**src/rtl/rom_stream_tx.sv**
```systemverilog
// ROM download stream source: board cfg byte, then region records over ioctl.
// Define ROM_STREAM_TX_AUTOINC_EN to send 0xFF for consecutive region indices.
module rom_stream_tx #(
  parameter int MAX_REGIONS = 16,
  parameter int GAP_CYCLES  = 2
) (
  input  logic        sys_clk,
  input  logic        reset,
  input  logic        start,
  input  logic [7:0]  board_cfg_in,
  input  logic [4:0]  num_regions,
  output logic [3:0]  desc_idx,
  input  logic [3:0]  desc_region,
  input  logic [23:0] desc_size,
  output logic        src_req,
  output logic [3:0]  src_region,
  output logic [23:0] src_offset,
  input  logic        src_valid,
  input  logic [7:0]  src_data,
  output logic        ioctl_downl,
  output logic        ioctl_wr,
  output logic [7:0]  ioctl_data,
  input  logic        ioctl_wait,
  output logic        busy,
  output logic        done
);

  localparam logic [2:0] S_IDLE  = 3'd0;
  localparam logic [2:0] S_CFG   = 3'd1;
  localparam logic [2:0] S_GAP   = 3'd2;
  localparam logic [2:0] S_DESC  = 3'd3;
  localparam logic [2:0] S_DLAT  = 3'd4;
  localparam logic [2:0] S_FETCH = 3'd5;
  localparam logic [2:0] S_FIN   = 3'd6;

  localparam logic [1:0] K_CFG  = 2'd0;
  localparam logic [1:0] K_HDR  = 2'd1;
  localparam logic [1:0] K_DATA = 2'd2;

  logic [2:0]  r_state;
  logic [1:0]  r_kind;
  logic [1:0]  r_hdr;
  logic [3:0]  r_gap;
  logic [4:0]  r_nreg;
  logic [4:0]  r_idx;
  logic [23:0] r_size;
  logic [3:0]  r_desc_idx;
  logic        r_src_req;
  logic [3:0]  r_src_region;
  logic [23:0] r_src_offset;
  logic        r_downl;
  logic        r_wr;
  logic [7:0]  r_data;
  logic        r_busy;
  logic        r_done;

  logic        w_gap_done;
  logic        w_last;
  logic [4:0]  w_idx_nx;
  logic [7:0]  w_size_byte;
  logic [7:0]  w_rbyte;
  logic [4:0]  w_nreg_in;

  assign desc_idx    = r_desc_idx;
  assign src_req     = r_src_req;
  assign src_region  = r_src_region;
  assign src_offset  = r_src_offset;
  assign ioctl_downl = r_downl;
  assign ioctl_wr    = r_wr;
  assign ioctl_data  = r_data;
  assign busy        = r_busy;
  assign done        = r_done;

  assign w_gap_done = (r_gap == 4'(GAP_CYCLES));
  assign w_idx_nx   = r_idx + 5'd1;
  assign w_nreg_in  = (num_regions > 5'(MAX_REGIONS)) ?
                      5'(MAX_REGIONS) : num_regions;

  // Region ends after its header when empty, else after byte size-1.
  assign w_last = (r_kind == K_HDR) ? (r_size == 24'd0) :
                  (r_src_offset == r_size - 24'd1);

  always_comb begin
    w_size_byte = r_size[7:0];
    unique case (r_hdr)
      2'd0:    w_size_byte = r_size[23:16];
      2'd1:    w_size_byte = r_size[15:8];
      default: w_size_byte = r_size[7:0];
    endcase
  end

`ifdef ROM_STREAM_TX_AUTOINC_EN
  logic [3:0] r_prev;
  logic       r_first;

  assign w_rbyte = (!r_first && desc_region == r_prev + 4'd1) ?
                   8'hFF : {4'h0, desc_region};

  always_ff @(posedge sys_clk) begin
    if (reset) begin
      r_prev  <= 4'd0;
      r_first <= 1'b1;
    end else if (r_state == S_IDLE && start) begin
      r_first <= 1'b1;
    end else if (r_state == S_DLAT) begin
      r_prev  <= desc_region;
      r_first <= 1'b0;
    end
  end
`else
  assign w_rbyte = {4'h0, desc_region};
`endif

  always_ff @(posedge sys_clk) begin
    if (reset) begin
      r_state      <= S_IDLE;
      r_kind       <= K_CFG;
      r_hdr        <= 2'd0;
      r_gap        <= 4'd0;
      r_nreg       <= 5'd0;
      r_idx        <= 5'd0;
      r_size       <= 24'd0;
      r_desc_idx   <= 4'd0;
      r_src_req    <= 1'b0;
      r_src_region <= 4'd0;
      r_src_offset <= 24'd0;
      r_downl      <= 1'b0;
      r_wr         <= 1'b0;
      r_data       <= 8'd0;
      r_busy       <= 1'b0;
      r_done       <= 1'b0;
    end else begin
      r_done <= 1'b0;
      unique case (r_state)
        S_IDLE: begin
          if (start) begin
            r_nreg  <= w_nreg_in;
            r_idx   <= 5'd0;
            r_busy  <= 1'b1;
            r_downl <= 1'b1;
            r_data  <= board_cfg_in;
            r_state <= S_CFG;
          end
        end
        S_CFG: begin
          r_wr    <= 1'b1;
          r_kind  <= K_CFG;
          r_gap   <= 4'd0;
          r_state <= S_GAP;
        end
        S_GAP: begin
          r_wr <= 1'b0;
          if (!w_gap_done) begin
            r_gap <= r_gap + 4'd1;
          end else if (!ioctl_wait) begin
            // Size bytes follow the region byte back to back.
            if (r_kind == K_HDR && r_hdr != 2'd3) begin
              r_hdr  <= r_hdr + 2'd1;
              r_wr   <= 1'b1;
              r_data <= w_size_byte;
              r_gap  <= 4'd0;
            end else if (r_kind == K_CFG) begin
              if (r_nreg == 5'd0) begin
                r_state <= S_FIN;
              end else begin
                r_desc_idx <= 4'd0;
                r_state    <= S_DESC;
              end
            end else if (!w_last) begin
              r_src_req    <= 1'b1;
              r_src_offset <= (r_kind == K_HDR) ?
                              24'd0 : r_src_offset + 24'd1;
              r_state      <= S_FETCH;
            end else begin
              r_idx <= w_idx_nx;
              if (w_idx_nx == r_nreg) begin
                r_state <= S_FIN;
              end else begin
                r_desc_idx <= w_idx_nx[3:0];
                r_state    <= S_DESC;
              end
            end
          end
        end
        S_DESC: begin
          r_state <= S_DLAT;
        end
        S_DLAT: begin
          r_size       <= desc_size;
          r_src_region <= desc_region;
          r_data       <= w_rbyte;
          r_wr         <= 1'b1;
          r_kind       <= K_HDR;
          r_hdr        <= 2'd0;
          r_gap        <= 4'd0;
          r_state      <= S_GAP;
        end
        S_FETCH: begin
          if (src_valid) begin
            r_src_req <= 1'b0;
            r_data    <= src_data;
            r_wr      <= 1'b1;
            r_kind    <= K_DATA;
            r_gap     <= 4'd0;
            r_state   <= S_GAP;
          end
        end
        S_FIN: begin
          if (!ioctl_wait) begin
            r_downl <= 1'b0;
            r_busy  <= 1'b0;
            r_done  <= 1'b1;
            r_state <= S_IDLE;
          end
        end
        default: r_state <= S_IDLE;
      endcase
    end
  end

endmodule
```
**config.mk**
```make
export PLATFORM = sky130hd
export DESIGN_NAME = rom_stream_tx
export DESIGN_NICKNAME = d
export VERILOG_FILES = /design/src/rtl/rom_stream_tx.sv
export SDC_FILE = /design/constraint.sdc
export NUM_CORES = 1
export LEC_CHECK = 0
export BUFFER_PORTS_ARGS = -buffer_cell sky130_fd_sc_hd__buf_2
export CAP_MARGIN = 5
export CORE_UTILIZATION = 52
export DETAILED_ROUTE_END_ITERATION = 7
export GPL_ROUTABILITY_DRIVEN = 0
export MAX_ROUTING_LAYER = met4
export PLACE_DENSITY = 0.86
export SETUP_SLACK_MARGIN = 0.3
export SYNTH_ARGS = -nofsm -noshare
export SYNTH_HDL_FRONTEND = slang
export SYNTH_SLANG_ARGS = --single-unit
```
**constraint.sdc**
```tcl
create_clock -name sys_clk -period 3 [get_ports sys_clk]
set_input_delay 0 -clock sys_clk [delete_from_list [all_inputs] [get_ports sys_clk]]
set_output_delay 0 -clock sys_clk [all_outputs]
set_load 0.01 [all_outputs]
```
==> metrics.yaml, run 1 <==
mappedNetlistNets: 839
n_antenna_cell: 0
tritoncts: "built"
crit_fanout: 4
detailedRoute.firstPassIterationCount: 7
post_synth_inst_count: 776
result_of_the_run: "finished with violations"
first_global_vias: 6249
internal_power_uw: 1970
peak_clock_frequency_supported_by_timing_mhz: 314
net-switching-power_uw: 971
r2r_setup_slack_ns: -0.19
antenna_violating_nets_post_route: 0
skew_ns: 0.0192
detail_routed_via_count_per_cell: 6.55
routed_wl_mm: 21.8
p_seq_frac: 0.428
netlist.area_leader.share: 0.309
grt_pass1_wl_mm: 31.0
globalRoute.totalOverflow: 0
placeableCoreArea_um2: 10800
setup_slack_after_placement_ns: -0.0948
timing.max_slew.rel_slack: 0.524
final_period_minus_worst_setup_slack_ns: 3.19
maximum_count_of_clock_buffers_along_a_single_path: 2
areaGrowthSynthToFinish_pct: 38.1
setup_violations: 33
htree_num_levels: 3
number_of_antenna_violations_at_the_first_check_in_global_routing: 0
period_share: 1.06
power-per-cell-area_nw_per_um2: 369
ys.flop_type: "dfxtp_1"
clk_transition_reported_paths_ns: 0.10
combPwrFrac: 0.265
place_hpwl_mm: 12.7
maxCapViolCount: 0
clockPowerShare: 0.307
detail_routed_net_length_per_standard_cell_um: 19.8
netlist_area_um2: 5770
drt_initial_violations: 984
number_of_pins_with_negative_max_slew_slack_in_the_final_report: 0
holdCritPathClass: "in2reg"
worstMarginPinSlew_ns: 0.713
dr_total_vias: 7214
arrival_ns: 3.52
synth_warnings: 0
layout.nets: 1019
max-vdd-ir-drop_mv: 0.287
row_count: 38
synthTopCellsByArea: "dfxtp_1 31%, nand2_1 7.7%, a21oi_1 6.9%, nor2_1 4.9%, xnor2_1 3.0%"
hold_violations: 0
critical_path_class: "reg2reg"
async_flop_share: 0
syn_area_per_cell_um2: 7.44
initial_core_util: 0.532
clkSinkCount: 89
drive_gt1_frac: 0.306
grt_use_total: 0.352
power.share.switching: 0.330
cts_buffers: 9
netlist-cell-type-count: 67
yosysSeqAreaShare: 0.309
timing.critical_path.required_ns: 3.33
crit_path_end_kind: "register"
drcViolationCount: 0
finish.instance_area_um2: 7970
failed_checks: "negative setup slack"
cell_type_contributing_the_most_total_cell_area_after_synthesis: "dfxtp_1"
startpoint_type: "register"
synth.ff_latch_count: 89
placed_cell_area_um2: 6940
setup_repair_after_global_routing_missed_its_margin: "true"
i_o_buffers: 98
clock-root-buffer: "clkbuf_8"
leakage_uw: 0.00345
setup_slack_ns: -0.185
finalSetupTns_ns: -3.85
die_height_um: 107
grt_max_degree: 38
floorplan.die_area_um2: 11500
synth_edf_count: 0
floorplan.die.width_um: 107
power.total_uw: 2940
clock_insertion_delay_worst_skew_ns: 0.39
ios: 99
==> worst max-delay path, stage by stage, from the launching register on <==
cell     delay (ns)
dfxtp_2        0.38
inv_2          0.07
ha_4           0.24
xnor2_1        0.12
nor3_1         0.35
nand2_1        0.12
or4_4          0.55
nor4_4         0.35
buf_4          0.20
nand3_4        0.15
buf_12         0.18
buf_16         0.13
a21bo_2        0.20
a21oi_2        0.11
==> Yosys cell counts, types with 6 or more instances <==
library cell	count
nand2_1	118
dfxtp_1	89
a21oi_1	79
nor2_1	75
clkbuf_1	42
nor3_1	30
nand3_1	25
o21ai_0	25
nand4_1	21
xnor2_1	20
nand2b_1	19
nor2b_1	17
mux2i_1	16
nor3b_1	13
inv_1	12
nor4_1	12
xor2_1	12
ha_1	9
and3_1	8
or3_1	8
a31o_2	6
==> flip-flops by register name, summed over array words and instances, names as in the netlist <==
signal and flops:
ioctl_wr 1, r_idx 5, r_hdr 2, src_offset 24, busy 1, src_req 1, r_kind 2, r_state 3
r_size 24, r_nreg 5, ioctl_data 8, desc_idx 4, r_gap 4, done 1, src_region 4
==> stage by stage <==
stage          hold WS, ns   util  cells
4_1_cts            0.00829  0.713   1093
5_1_grt             0.0282  0.735   1101
2_1_floorplan        0.128      -    776
3_3_place_gp         0.245  0.640   1034
3_5_place_dp         0.249  0.640   1034
6_report            0.0203  0.735   1101
==> layer usage <==
| layer | vias to the layer above | track usage | part of all wire |
|---|---|---|---|
| met5 | - | - | 0 |
| met4 | 0 | 0.203 | 0.075 |
| met3 | 202 | 0.0799 | 0.11 |
| met2 | 574 | 0.561 | 0.46 |
| met1 | 3297 | 0.408 | 0.36 |
| li1 | 3141 | - | - |
==> area by class of cell <==
type / count / area [um^2]
fillers: 722 / 2870
inverters: 12 / 47.5
clock buffers: 11 / 141
repair buffers: 223 / 1660
clock inverters: 5 / 63.8
flip-flops and latches: 89 / 1800
multi-input cells: 621 / 4080
well taps: 140 / 175
==> power groups by stage <==
| stage | registers [uW] | clock network (uW) | logic (uW) |
|---|---|---|---|
| finish | 1260 | 902 | 778 |
| global route | 1260 | 944 | 833 |
| CTS | 1260 | 893 | 697 |
| detailed placement | 1280 | 0 | 646 |
| global placement | 1280 | 0 | 633 |
| floorplan | 1290 | 0 | 423 |
==> timing repair <==
item,CTS,global route
hold buffers,30,0
endpoints found under the hold margin,32,0
cloned,2,0
resized for setup,32,41
pin swaps,14,19
setup buffers,11,8
setup endpoints to repair,37,45
==> worst paths after layout <==
path	to	startpoint	cells past startpoint
hold / removal	r_nreg[0]	num_regions[0]	4
setup reg to reg	src_offset[6]	r_size[1]	13
hold reg to reg	src_region[2]	src_region[2]	2
setup / recovery	src_offset[6]	r_size[1]	13
==> kinds of logic after synthesis <==
family,share of synthesized area
compound gates,0.194
xor+xnor,0.0486
fa+ha+maj,0.0195
buf+inv,0.0468
flops,0.309
mux,0.0375
simple gates,0.345
==> cells in the final DEF, fill, tap and decap left out, types with 8 or more instances in the layout <==
cell           Yosys  layout
buf_6              1      11
a21oi_1           79      74
nor2b_1           17      17
clkbuf_8           0      10
dlygate4sd3_1      0      30
ha_1               9       8
buf_2              4      98
mux2i_1           16      15
nand2b_1          19      19
dfxtp_1           89      82
xor2_1            12      12
nand4_1           21      21
nand2_1          118     116
nor2_1            75      74
or3_1              8       8
buf_4              2      76
xnor2_1           20      19
nor3_1            30      28
o21ai_0           25      21
and3_1             8       8
nand3_1           25      18
inv_1             12      10
nor3b_1           13       9
No activity file was read; power rests on OpenSTA's default activity.
==> inputs of run 2 (changes only) <==
--- a/config.mk
+++ b/config.mk
@@ -10,6 +10,7 @@
 export CORE_UTILIZATION = 52
 export DETAILED_ROUTE_END_ITERATION = 7
 export GPL_ROUTABILITY_DRIVEN = 0
+export GPL_TIMING_DRIVEN = 0
 export MAX_ROUTING_LAYER = met4
 export PLACE_DENSITY = 0.86
 export SETUP_SLACK_MARGIN = 0.3
==> run 2 against run 1 <==
Effect of this change: the run ends with design-rule violations, negative setup slack left; first-iteration DRC count shrank 22%; via count shrank 3.6%; sequential share of layout area grew 0.56 points; final cell count is the same; clock power grew 1%; combinational power shrank 5.5%; wire length shrank 7.1%; sequential cell count is the same; worst setup slack lost 0.16 ns; sequential power is essentially flat; final area shrank 2.8%; critical path type unchanged; critical endpoint is now r_idx[0]; largest power group unchanged.
==> metrics.yaml, run 2 (synthesis results as in run 1) <==
power-per-cell-area_nw_per_um2: 376
holdCritPathClass: "in2reg"
i_o_buffers: 97
result_of_the_run: "finished with violations"
worstMarginPinSlew_ns: 0.813
drive_gt1_frac: 0.262
number_of_pins_with_negative_max_slew_slack_in_the_final_report: 0
grt_use_total: 0.349
startpoint_type: "register"
clkSinkCount: 89
timing.hold.ws_ns: 0.0215
critPathCapture: "r_idx[0]"
clk_transition_reported_paths_ns: 0.09
final_common_cell: "nand2_1"
timing.critical_path.required_ns: 3.30
number_of_antenna_violations_at_the_first_check_in_global_routing: 0
setup_violations: 37
clock-root-buffer: "clkbuf_8"
globalRoute.totalOverflow: 0
hold_violations: 0
max-vdd-ir-drop_mv: 0.307
crit-reg2reg-capture: "r_idx[0]"
crit_fanout: 5
final_period_minus_worst_setup_slack_ns: 3.34
worstRegToRegCells: 11
dr_total_vias: 6957
period_share: 1.11
floorplan.die_area_um2: 11500
grt_max_degree: 15
initial_core_util: 0.532
arrival_ns: 3.64
failed_checks: "design-rule violations, negative setup slack"
skew_ns: 0.0157
cp-startpoint: "r_size[5]"
power.total_uw: 2910
leading_cell_types_in_the_layout_fill_and_taps_excluded: "118 x nand2_1, 99 x buf_2, 83 x dfxtp_1"
timing.max_slew.rel_slack: 0.454
detail_routed_via_count_per_cell: 6.32
grt_pass1_wl_mm: 30.5
maximum_count_of_clock_buffers_along_a_single_path: 2
leakage_uw: 0.00332
ios: 99
die_height_um: 107
finalSetupTns_ns: -9.75
areaGrowthSynthToFinish_pct: 34.2
drt_initial_violations: 770
rr_startpoint: "r_size[5]"
place_hpwl_mm: 12.8
peak_clock_frequency_supported_by_timing_mhz: 299
row_count: 38
detailedRoute.firstPassIterationCount: 8
drcViolationCount: 10
setup_slack_ns: -0.344
tritoncts: "built"
maxCapViolCount: 0
setup_slack_after_placement_ns: -0.725
htree_num_levels: 3
first_global_vias: 6296
crit_path_end_kind: "register"
critical_path_class: "reg2reg"
routed_wl_mm: 20.2
setup_repair_after_global_routing_missed_its_margin: "true"
placeableCoreArea_um2: 10800
antenna_violating_nets_post_route: 0
clock_insertion_delay_worst_skew_ns: 0.38
cts_buffers: 9
layout.nets: 1019
floorplan.die.width_um: 107
detail_routed_net_length_per_standard_cell_um: 18.4
n_antenna_cell: 0
r2r_setup_slack_ns: -0.34
[run 2: critical path, stage by stage (launching register included)]
cell and delay, ns:
dfxtp_1 0.32, buf_6 0.13, nor4_4 0.37, nand4_1 0.24, buf_6 0.19, buf_4 0.13
or3_1 0.32, o32a_1 0.34, o21a_4 0.24, o41ai_4 0.45, nand4_1 0.31, o22ai_1 0.25
[run 2: timing repair]
item	in CTS	in global routing
hold buffers	30	0
pin swaps	29	15
endpoints found under the setup margin	37	54
endpoints found under the hold margin	34	0
setup buffers	26	14
cloned	2	0
resized for setup	49	25
[run 2: layer usage]
metal,GRT usage,routed length [um]
met5,-,0
met4,0.176,1100
met1,0.401,7590
met2,0.574,9390
met3,0.0763,2130
[run 2: worst min path at each step]
stage / start / endpoint / cells after the start
final: num_regions[3] / r_nreg[3] / 4
after global routing: src_valid / src_req / 4
after CTS: src_valid / src_req / 4
after detailed placement: desc_size[8] / r_size[8] / 3
after global placement: desc_size[1] / r_size[1] / 3
after floorplan: desc_size[10] / r_size[10] / 2
[run 2: final cells by class]
cell class | instances | area [um^2]
Timing Repair Buffer | 169 | 1160
Fill cell | 775 | 3090
Clock buffer | 13 | 169
Buffer | 54 | 335
Clock inverter | 3 | 47.5
Sequential cell | 89 | 1790
Tap cell | 140 | 175
Inverter | 12 | 47.5
Multi-Input combinational cell | 621 | 4020
[run 2: where the power goes]
group	total [uW]	switching [uW]	leakage [uW]	internal, uW
Combinational	735	431	0.00248	304
Clock	912	455	0.000110	457
Sequential	1260	39.6	0.000723	1230
Total	2910	926	0.00332	1990
[run 2: metrics by stage]
step	area, um^2	cells	utilization
final	7750	1101	0.715
after global routing	7750	1101	0.715
after CTS	7540	1087	0.696
after detailed placement	6590	1013	0.608
after global placement	6590	1013	0.608
after floorplan	5930	776	-
